$ cat config.mk
export PLATFORM = sky130hd
export DESIGN_NAME = result_wb_arbiter_flat
export DESIGN_NICKNAME = d
export VERILOG_FILES = /design/src/rtl/result_wb_arbiter_if.sv /design/src/rtl/result_wb_arbiter.sv /design/src/flat_wrapper.sv
export SDC_FILE = /design/constraint.sdc
export NUM_CORES = 1
export LEC_CHECK = 0
export CORE_MARGIN = 10
export CORE_UTILIZATION = 34
export DETAILED_ROUTE_END_ITERATION = 12
export GPL_ROUTABILITY_DRIVEN = 0
export PLACE_DENSITY = 0.77
export SYNTH_ARGS = -nofsm -noshare
export SYNTH_HDL_FRONTEND = slang
export SYNTH_SLANG_ARGS = --single-unit
$ cat constraint.sdc
create_clock -name clk -period 1.7 [get_ports clk]
set_clock_uncertainty 0.15 [all_clocks]
set_input_delay 0.51 -clock clk [delete_from_list [all_inputs] [get_ports clk]]
set_output_delay 0.51 -clock clk [all_outputs]
set_load 0.02 [all_outputs]
$ cat src/rtl/result_wb_arbiter_if.sv
// Result write-back bus: three producer request channels plus the
// register-file write port and the contention counter.
// slave  : arbiter side
// master : producer / register-file side
interface result_wb_arbiter_if #(
  parameter int DATA_W = 32,
  parameter int ADDR_W = 5,
  parameter int CNT_W  = 16
);
  logic [2:0]        src_valid;
  logic [2:0]        src_ready;
  logic [DATA_W-1:0] src0_data;
  logic [DATA_W-1:0] src1_data;
  logic [DATA_W-1:0] src2_data;
  logic [ADDR_W-1:0] src0_addr;
  logic [ADDR_W-1:0] src1_addr;
  logic [ADDR_W-1:0] src2_addr;
  logic              wb_stall;
  logic              wb_en;
  logic [ADDR_W-1:0] wb_addr;
  logic [DATA_W-1:0] wb_data;
  logic [CNT_W-1:0]  conflict_cnt;

  modport slave (
    input  src_valid, src0_data, src1_data, src2_data,
           src0_addr, src1_addr, src2_addr, wb_stall,
    output src_ready, wb_en, wb_addr, wb_data, conflict_cnt
  );

  modport master (
    output src_valid, src0_data, src1_data, src2_data,
           src0_addr, src1_addr, src2_addr, wb_stall,
    input  src_ready, wb_en, wb_addr, wb_data, conflict_cnt
  );
endinterface

$ cat src/rtl/result_wb_arbiter.sv
// Write-back arbiter: picks one of ALU / load / multiplier results per
// cycle, registers it for the register-file write port, suppresses r0
// writes and counts contention cycles.
// Optional macro WB_ROUND_ROBIN_EN selects round-robin arbitration;
// without it, fixed priority src0 > src1 > src2 is used.
module result_wb_arbiter #(
  parameter int DATA_W = 32,
  parameter int ADDR_W = 5,
  parameter int CNT_W  = 16
) (
  input logic clk,
  input logic rst_n,
  result_wb_arbiter_if.slave bus
);

  logic              can_accept;
  logic              any_grant;
  logic [1:0]        grant_idx;
  logic [2:0]        grant;
  logic              accept;
  logic              multi_valid;
  logic [DATA_W-1:0] sel_data;
  logic [ADDR_W-1:0] sel_addr;

  logic              wb_en_q;
  logic [ADDR_W-1:0] wb_addr_q;
  logic [DATA_W-1:0] wb_data_q;
  logic [CNT_W-1:0]  cnt_q;

  // The output register is free when empty or when it retires this cycle.
  assign can_accept = !bus.wb_stall || !wb_en_q;

`ifdef WB_ROUND_ROBIN_EN
  logic [1:0] last_grant;
  logic [1:0] ord0, ord1, ord2;

  // Search order starts just after the most recently granted source.
  always_comb begin
    ord0 = 2'd0;
    ord1 = 2'd1;
    ord2 = 2'd2;
    case (last_grant)
      2'd0: begin ord0 = 2'd1; ord1 = 2'd2; ord2 = 2'd0; end
      2'd1: begin ord0 = 2'd2; ord1 = 2'd0; ord2 = 2'd1; end
      default: begin ord0 = 2'd0; ord1 = 2'd1; ord2 = 2'd2; end
    endcase
  end

  // Pick the first valid source in rotated order.
  always_comb begin
    any_grant = 1'b1;
    grant_idx = ord0;
    if (bus.src_valid[ord0])      grant_idx = ord0;
    else if (bus.src_valid[ord1]) grant_idx = ord1;
    else if (bus.src_valid[ord2]) grant_idx = ord2;
    else                          any_grant = 1'b0;
  end

  // Pointer moves only on a completed handshake.
  always_ff @(posedge clk or negedge rst_n) begin
    if (!rst_n)      last_grant <= 2'd2;
    else if (accept) last_grant <= grant_idx;
  end
`else
  // Fixed priority: lowest index wins.
  always_comb begin
    any_grant = 1'b1;
    grant_idx = 2'd0;
    if (bus.src_valid[0])      grant_idx = 2'd0;
    else if (bus.src_valid[1]) grant_idx = 2'd1;
    else if (bus.src_valid[2]) grant_idx = 2'd2;
    else                       any_grant = 1'b0;
  end
`endif

  // One-hot ready, gated by reset so nothing is offered while held in reset.
  always_comb begin
    grant = 3'b000;
    if (any_grant) grant[grant_idx] = 1'b1;
  end

  assign accept        = any_grant && can_accept && rst_n;
  assign bus.src_ready = accept ? grant : 3'b000;

  // Data/address mux for the granted source.
  always_comb begin
    sel_data = bus.src0_data;
    sel_addr = bus.src0_addr;
    case (grant_idx)
      2'd1: begin sel_data = bus.src1_data; sel_addr = bus.src1_addr; end
      2'd2: begin sel_data = bus.src2_data; sel_addr = bus.src2_addr; end
      default: begin sel_data = bus.src0_data; sel_addr = bus.src0_addr; end
    endcase
  end

  assign multi_valid = (bus.src_valid[0] & bus.src_valid[1]) |
                       (bus.src_valid[0] & bus.src_valid[2]) |
                       (bus.src_valid[1] & bus.src_valid[2]);

  // Output register: capture on accept, clear strobe when idle, hold on stall.
  always_ff @(posedge clk or negedge rst_n) begin
    if (!rst_n) begin
      wb_en_q   <= 1'b0;
      wb_addr_q <= '0;
      wb_data_q <= '0;
    end else if (can_accept) begin
      if (accept) begin
        wb_en_q   <= (sel_addr != '0);
        wb_addr_q <= sel_addr;
        wb_data_q <= sel_data;
      end else begin
        wb_en_q   <= 1'b0;
      end
    end
  end

  // Saturating contention counter, independent of stall.
  always_ff @(posedge clk or negedge rst_n) begin
    if (!rst_n)                            cnt_q <= '0;
    else if (multi_valid && cnt_q != '1)   cnt_q <= cnt_q + 1'b1;
  end

  assign bus.wb_en        = wb_en_q;
  assign bus.wb_addr      = wb_addr_q;
  assign bus.wb_data      = wb_data_q;
  assign bus.conflict_cnt = cnt_q;

endmodule

$ cat src/flat_wrapper.sv
// flat-port wrapper written by rule: the top's interface ports become plain ports
module result_wb_arbiter_flat 
#(
  parameter int DATA_W = 32,
  parameter int ADDR_W = 5,
  parameter int CNT_W  = 16
)
  (clk, rst_n, bus_src_valid, bus_src0_data, bus_src1_data, bus_src2_data, bus_src0_addr, bus_src1_addr, bus_src2_addr, bus_wb_stall, bus_src_ready, bus_wb_en, bus_wb_addr, bus_wb_data, bus_conflict_cnt);
  result_wb_arbiter_if #(.DATA_W(DATA_W), .ADDR_W(ADDR_W), .CNT_W(CNT_W)) bus_i ();
  input logic clk;
  input logic rst_n;
  input wire logic [$bits(bus_i.src_valid)-1:0] bus_src_valid;
  input wire logic [$bits(bus_i.src0_data)-1:0] bus_src0_data;
  input wire logic [$bits(bus_i.src1_data)-1:0] bus_src1_data;
  input wire logic [$bits(bus_i.src2_data)-1:0] bus_src2_data;
  input wire logic [$bits(bus_i.src0_addr)-1:0] bus_src0_addr;
  input wire logic [$bits(bus_i.src1_addr)-1:0] bus_src1_addr;
  input wire logic [$bits(bus_i.src2_addr)-1:0] bus_src2_addr;
  input wire logic [$bits(bus_i.wb_stall)-1:0] bus_wb_stall;
  output wire logic [$bits(bus_i.src_ready)-1:0] bus_src_ready;
  output wire logic [$bits(bus_i.wb_en)-1:0] bus_wb_en;
  output wire logic [$bits(bus_i.wb_addr)-1:0] bus_wb_addr;
  output wire logic [$bits(bus_i.wb_data)-1:0] bus_wb_data;
  output wire logic [$bits(bus_i.conflict_cnt)-1:0] bus_conflict_cnt;
  assign bus_i.src_valid = bus_src_valid;
  assign bus_i.src0_data = bus_src0_data;
  assign bus_i.src1_data = bus_src1_data;
  assign bus_i.src2_data = bus_src2_data;
  assign bus_i.src0_addr = bus_src0_addr;
  assign bus_i.src1_addr = bus_src1_addr;
  assign bus_i.src2_addr = bus_src2_addr;
  assign bus_i.wb_stall = bus_wb_stall;
  assign bus_src_ready = bus_i.src_ready;
  assign bus_wb_en = bus_i.wb_en;
  assign bus_wb_addr = bus_i.wb_addr;
  assign bus_wb_data = bus_i.wb_data;
  assign bus_conflict_cnt = bus_i.conflict_cnt;
  result_wb_arbiter #(.DATA_W(DATA_W), .ADDR_W(ADDR_W), .CNT_W(CNT_W)) u_core (.clk(clk), .rst_n(rst_n), .bus(bus_i));
endmodule
# Yosys cells after proc, flatten, opt, wreduce, memory -nomap -nowiden

Cells that the tools add are included.

Add/sub/neg operators: 1
$mul: 0
Div/mod/pow operators: 0
Order comparisons: 2
Equal/unequal tests: 3
Shift operators: 0
Muxes and demuxes: 13
Bitwise logic cells: 5
Reductions and logical operators: 9

Operators with widths:

| kind                                                                   | number |
|---|---|
| 32-bit one-hot mux with 2 select lines                                 | 1 |
| 16-bit by 1-bit adder with 16-bit output (second input constant)       | 1 |
| 16-bit != test (second input constant)                                 | 1 |
| 5-bit one-hot mux with 2 select lines                                  | 1 |
| 2-bit two-way mux                                                      | 3 |
| 3-bit two-way mux                                                      | 2 |
| 1-bit two-way mux                                                      | 5 |
| 5-bit nonzero test                                                     | 1 |
| 1-bit logical AND                                                      | 4 |
| 1-bit AND                                                              | 3 |
| 2-bit by 3-bit < comparator with 1-bit output (second input constant)  | 1 |
| 1-bit demux with 2-bit select                                          | 1 |
| 2-bit by 1-bit equality test with 1-bit output (second input constant) | 1 |
| 2-bit equality test (second input constant)                            | 1 |
| 2-bit by 1-bit >= comparator with 1-bit output (second input constant) | 1 |
| 1-bit zero test                                                        | 2 |
| 1-bit OR                                                               | 2 |
| 2-bit AND reduction                                                    | 1 |
| 1-bit logical OR                                                       | 1 |

Register bits: 54
Bits in latches: 0
Bits in writable memories: 0
Memory bits (read-only): 0
Bits of input ports: 117
Output and inout port bits: 57
Logic and storage cells: 37
Memories: 0

# Depth between registers and ports, before layout

Depth in word-level cells: 9
Mapped depth: 6
Depth with buffers taken out: 5

# Least setup slack after synthesis

Ideal clock, no wire load.

Kind: input-to-output
From: in bus_src_valid[0]
To: out bus_src_ready[2]
Arrival time: 1.274 ns
Data required time: 1.040 ns
Path slack: -0.234 ns
Stages on the path: 3
Path buffers: 1
Path through: or3b_1 buf_2 nor2_4

Longest elaborated chain between the ends: 7
Elaborated cells on any way between the ends: 11
Those cells by class: order compare (2); mux (6); reduce/logical (3)

Ends and longest elaborated chain:

| what                                                                                                                                  | line                    | RTL |
|---|---|---|
| start, declared                                                                                                                       | flat_wrapper.sv:12      | `input wire logic [$bits(bus_i.src_valid)-1:0] bus_src_valid;` |
| 2-bit two-way mux                                                                                                                     | result_wb_arbiter.sv:69 | `if (bus.src_valid[0]) grant_idx = 2'd0;` |
| 2-bit by 3-bit < comparator with 1-bit output (not written as such) or 2-bit by 1-bit >= comparator with 1-bit output (tied branches) | result_wb_arbiter.sv:79 | `if (any_grant) grant[grant_idx] = 1'b1;` |
| 1-bit logical AND (not written as such)                                                                                               | result_wb_arbiter.sv:79 |  |
| 1-bit two-way mux (not written as such)                                                                                               | result_wb_arbiter.sv:79 |  |
| 1-bit demux with 2-bit select                                                                                                         | -                       |  |
| 3-bit two-way mux                                                                                                                     | result_wb_arbiter.sv:79 |  |
| 3-bit two-way mux *                                                                                                                   | result_wb_arbiter.sv:83 | `assign bus.src_ready = accept ? grant : 3'b000;` |
| end, declared                                                                                                                         | flat_wrapper.sv:20      | `output wire logic [$bits(bus_i.src_ready)-1:0] bus_src_ready;` |

Mark *: on every way between the ends. The rest lies on a longest branch, timed or not.

# Worst setup path in the final report

Same ends and word-level chain as after synthesis.

==> impl_metrics.prom <==
# TYPE chip_impl_metric gauge
chip_impl_metric{name="total_switching_power",unit="mW"} 1.52
chip_impl_metric{name="post-place-cells",unit=""} 598
chip_impl_info{name="worstPathCellList",value="buf_6 > or3b_4 > nor2_4 > buf_6"} 1
chip_impl_metric{name="vias_in_the_first_global_route",unit=""} 3299
chip_impl_info{name="synth.most_common_cell",value="dfrtp_1"} 1
chip_impl_metric{name="post_route_cells_drive_above_1_share",unit="%"} 27.0
chip_impl_metric{name="power_density",unit="nW/um^2"} 818
chip_impl_metric{name="worst_path_largest_cell_delay",unit="ns"} 0.41
chip_impl_metric{name="ioPinCount",unit=""} 174
chip_impl_metric{name="synth-seq-cells",unit=""} 54
chip_impl_metric{name="antenna_found_initial",unit=""} 0
chip_impl_metric{name="layoutNonFillerInstCount",unit=""} 617
chip_impl_metric{name="syn-instance-count",unit=""} 302
chip_impl_info{name="setup.worst_path.end_class",value="output port"} 1
chip_impl_info{name="startpoint_type",value="input pin"} 1
chip_impl_info{name="post_synth_most_frequent_cells",value="54 x dfrtp_1, 42 x nand2_1, 36 x a21oi_1, 22 x a22o_1, 22 x o21ai_1"} 1
chip_impl_info{name="worstHoldPathType",value="input pin to asynchronous set/reset pin"} 1
chip_impl_info{name="critical-path-top-cell-by-count",value="buf_6"} 1
chip_impl_metric{name="core_rows",unit=""} 33
chip_impl_metric{name="synth.lib_cells_used.distinct",unit=""} 45
chip_impl_metric{name="die_width",unit="um"} 113
chip_impl_info{name="yosys_most_used_dff",value="dfrtp_1"} 1
chip_impl_metric{name="synth_enable_flop_cells",unit=""} 0
chip_impl_metric{name="syn_to_final_growth",unit="%"} 78.0
chip_impl_info{name="synthTopCellsByArea",value="dfrtp_1 46%, a22o_1 6.6%, a21oi_1 6.2%"} 1
chip_impl_metric{name="postLayoutSetupSlackWorst",unit="ns"} -0.216
chip_impl_metric{name="peakVddDrop",unit="mV"} 0.328
chip_impl_metric{name="yosysWarnings",unit=""} 0
chip_impl_metric{name="tns",unit="ns"} -0.494
chip_impl_metric{name="final_period_minus_worst_setup_slack",unit="ns"} 1.92
chip_impl_metric{name="worst-slew-pin-transition",unit="ns"} 0.321
chip_impl_metric{name="layout.nets",unit=""} 629
chip_impl_metric{name="clk_transition_reported_paths",unit="ns"} 0.10
chip_impl_metric{name="insertedDiodeCount",unit=""} 0
chip_impl_info{name="crit_type",value="input pin to output port"} 1
chip_impl_metric{name="routed-via-count",unit=""} 3156
chip_impl_metric{name="share_seq_of_total_power",unit="%"} 40.0
chip_impl_metric{name="cts.sinks",unit=""} 54
chip_impl_metric{name="final_min_period_over_clock_period",unit="%"} 113
chip_impl_metric{name="grt.overflow.total",unit=""} 0
chip_impl_metric{name="static-leakage-power",unit="nW"} 2.29
chip_impl_metric{name="netSwitchingFraction",unit="%"} 36.0
chip_impl_metric{name="design.die.area",unit="um^2"} 12700
chip_impl_metric{name="netlist_area",unit="um^2"} 2910
chip_impl_metric{name="place_area",unit="um^2"} 5010
chip_impl_metric{name="vias_per_cell",unit=""} 5.12
chip_impl_metric{name="floorplan.core_area",unit="um^2"} 8260
chip_impl_metric{name="yosysTopAreaCellShare",unit="%"} 46.5
chip_impl_info{name="tritoncts",value="yes"} 1
chip_impl_metric{name="relSlewSlack",unit="%"} 78.5
chip_impl_info{name="grt_setup_unrepaired",value="yes"} 1
chip_impl_metric{name="cts_inserted_buffers",unit=""} 5
chip_impl_metric{name="die_height",unit="um"} 113
chip_impl_metric{name="io_buffers",unit=""} 173
chip_impl_metric{name="postSynthNetCount",unit=""} 420
chip_impl_info{name="failed_checks",value="negative setup slack"} 1
chip_impl_metric{name="timing_hold_violations_final",unit=""} 0
chip_impl_metric{name="wl",unit="um"} 11100
chip_impl_metric{name="post_synthesis_async_set_or_reset_flop_share",unit="%"} 100
chip_impl_metric{name="holdBufCountCts",unit=""} 0
chip_impl_metric{name="cp_data_required_time",unit="ns"} 1.04
chip_impl_metric{name="grt_util_all_layers",unit="%"} 16.3
chip_impl_metric{name="drt-wirelength-per-cell",unit="um"} 18.0
chip_impl_metric{name="violation_count_after_the_first_detailed_routing_iteration",unit=""} 111
chip_impl_metric{name="synthesized_area_per_cell",unit="um^2"} 9.63
chip_impl_metric{name="clk-insertion-delay-late",unit="ns"} 0.31
chip_impl_info{name="critical_path.slowest_cell",value="or3b_4"} 1
chip_impl_info{name="cts_root_buffer",value="clkbuf_8"} 1
chip_impl_metric{name="fmaxAchievable",unit="GHz"} 0.522
chip_impl_metric{name="crit_path_max_fo",unit=""} 2
chip_impl_info{name="outcome",value="finished with violations"} 1
chip_impl_metric{name="grt_max_degree",unit=""} 36
chip_impl_metric{name="finalMaxSlewViolations",unit=""} 0
chip_impl_metric{name="postRouteAntennaNets",unit=""} 0
chip_impl_metric{name="initial_utilization",unit="%"} 35.2
chip_impl_metric{name="clockBufferDepth",unit=""} 2
chip_impl_metric{name="finalSetupViolCount",unit=""} 4
chip_impl_metric{name="comb_power_share",unit="%"} 43.1
chip_impl_metric{name="clock_tree.htree_level_count",unit=""} 2
chip_impl_metric{name="final_area",unit="um^2"} 5180
chip_impl_metric{name="hpwlAfterDp",unit="um"} 9020
chip_impl_metric{name="critPathArrivalTime",unit="ns"} 1.26
chip_impl_info{name="synth.largest_area_cell",value="dfrtp_1"} 1
chip_impl_metric{name="internal-power",unit="mW"} 2.71
chip_impl_metric{name="yosysSeqAreaShare",unit="%"} 46.5
chip_impl_metric{name="grt_first_pass_wirelength",unit="um"} 17000
chip_impl_metric{name="detail_route.drc_violations",unit=""} 0
chip_impl_metric{name="max_cap_violations",unit=""} 0
chip_impl_metric{name="firstDrtPassIters",unit=""} 6
chip_impl_metric{name="clkPwrFrac",unit="%"} 16.9
==> registers in the layout (all words and copies together) (netlist names) <==
name,count
u_core.bus.wb_data,32
u_core.bus.conflict_cnt,16
u_core.bus.wb_addr,5
u_core.bus.wb_en,1
==> area by class of cell <==
type	count	area (um^2)
tap	105	131
inverter	3	11.3
multi-input combinational	223	1560
fill	705	3080
sequential	54	1350
timing repair buffer	224	2040
clock inverter	2	13.8
clock buffer	6	72.6
==> layout by cell type, fill, tap and decap left out, types with 3 or more instances in the layout <==
master           netlist  final
a21oi_1               36     35
a221o_1                9      9
a22o_1                22     22
and2_1                 4      3
buf_12                 0      4
buf_2                 15      6
buf_4                  2     41
buf_6                  3     10
clkbuf_2               0     27
clkbuf_8               0      5
clkdlybuf4s15_1        0     16
clkdlybuf4s15_2        0      8
clkdlybuf4s50_1        0    109
dfrtp_1               54     53
nand2_1               42     40
nand3_1               15     14
nand4_1                3      3
nor2_1                 4      3
nor3_1                 6      5
o21ai_0                8      7
o21ai_1               22     22
or4b_4                 0      3
xnor2_1                4      4
xor2_1                10     10
==> worst max-delay path, delay by kind of cell <==
kind	cells	cell delay (ns)
buffers and inverters	2	0.22
and+or+nand+nor	2	0.53
==> final timing paths <==
check                                      startpoint                         end  slack, ns  depth (start not counted)
min                                             rst_n  u_core.bus.conflict_cnt[9]       0.10                          2
min in group clk               u_core.bus.wb_data[25]      u_core.bus.wb_data[25]       0.34                          2
max reg2reg                u_core.bus.conflict_cnt[8]  u_core.bus.conflict_cnt[6]       0.05                          5
min reg2reg                    u_core.bus.wb_data[25]      u_core.bus.wb_data[25]       0.34                          2
max in group asynchronous                       rst_n       u_core.bus.wb_data[9]       0.96                          3
max                                  bus_src_valid[0]            bus_src_ready[2]      -0.22                          4
==> kinds of logic after synthesis <==
logic type / count (synthesis) / share of synthesized area [%]
fa+ha+maj: 2 / 0.903
buf+inv: 25 / 4.90
compound gates: 109 / 24.8
simple gates: 97 / 18.3
flops: 54 / 46.5
xor+xnor: 14 / 4.21
mux: 1 / 0.387
==> repair_timing <==
action,4_1_cts,5_1_grt
pin swaps,10,10
endpoints found under the setup margin,111,85
gates resized for setup,147,77
buffers inserted,5,7
==> power groups by stage <==
stage | registers [mW] | clock network, mW | logic, mW
after floorplan | 2.02 | 0 | 0.501
after global placement | 1.70 | 0 | 1.91
after detailed placement | 1.71 | 0 | 1.94
after CTS | 1.69 | 0.735 | 1.83
after global routing | 1.73 | 0.788 | 1.95
final | 1.69 | 0.715 | 1.83
==> metrics by stage <==
stage | power, mW | util [%] | hold slack (ns) | setup WS, ns
2_1_floorplan | 2.52 | - | 0.0644 | -0.234
3_5_place_dp | 3.65 | 60.7 | 0.324 | -1.10
6_report | 4.23 | 62.7 | 0.104 | -0.216
3_3_place_gp | 3.61 | 60.7 | 0.310 | -1.08
5_1_grt | 4.47 | 62.7 | 0.119 | -0.236
4_1_cts | 4.25 | 62.5 | 0.129 | -0.244
==> metal layers <==
metal	up-vias	GRT usage [%]	wire [um]
met2	141	28.4	5600
met4	0	4.82	265
met3	19	6.98	1060
li1	1529	-	-
met5	-	0	0
met1	1467	17.5	4200
No activity file was read; power rests on OpenSTA's default activity.
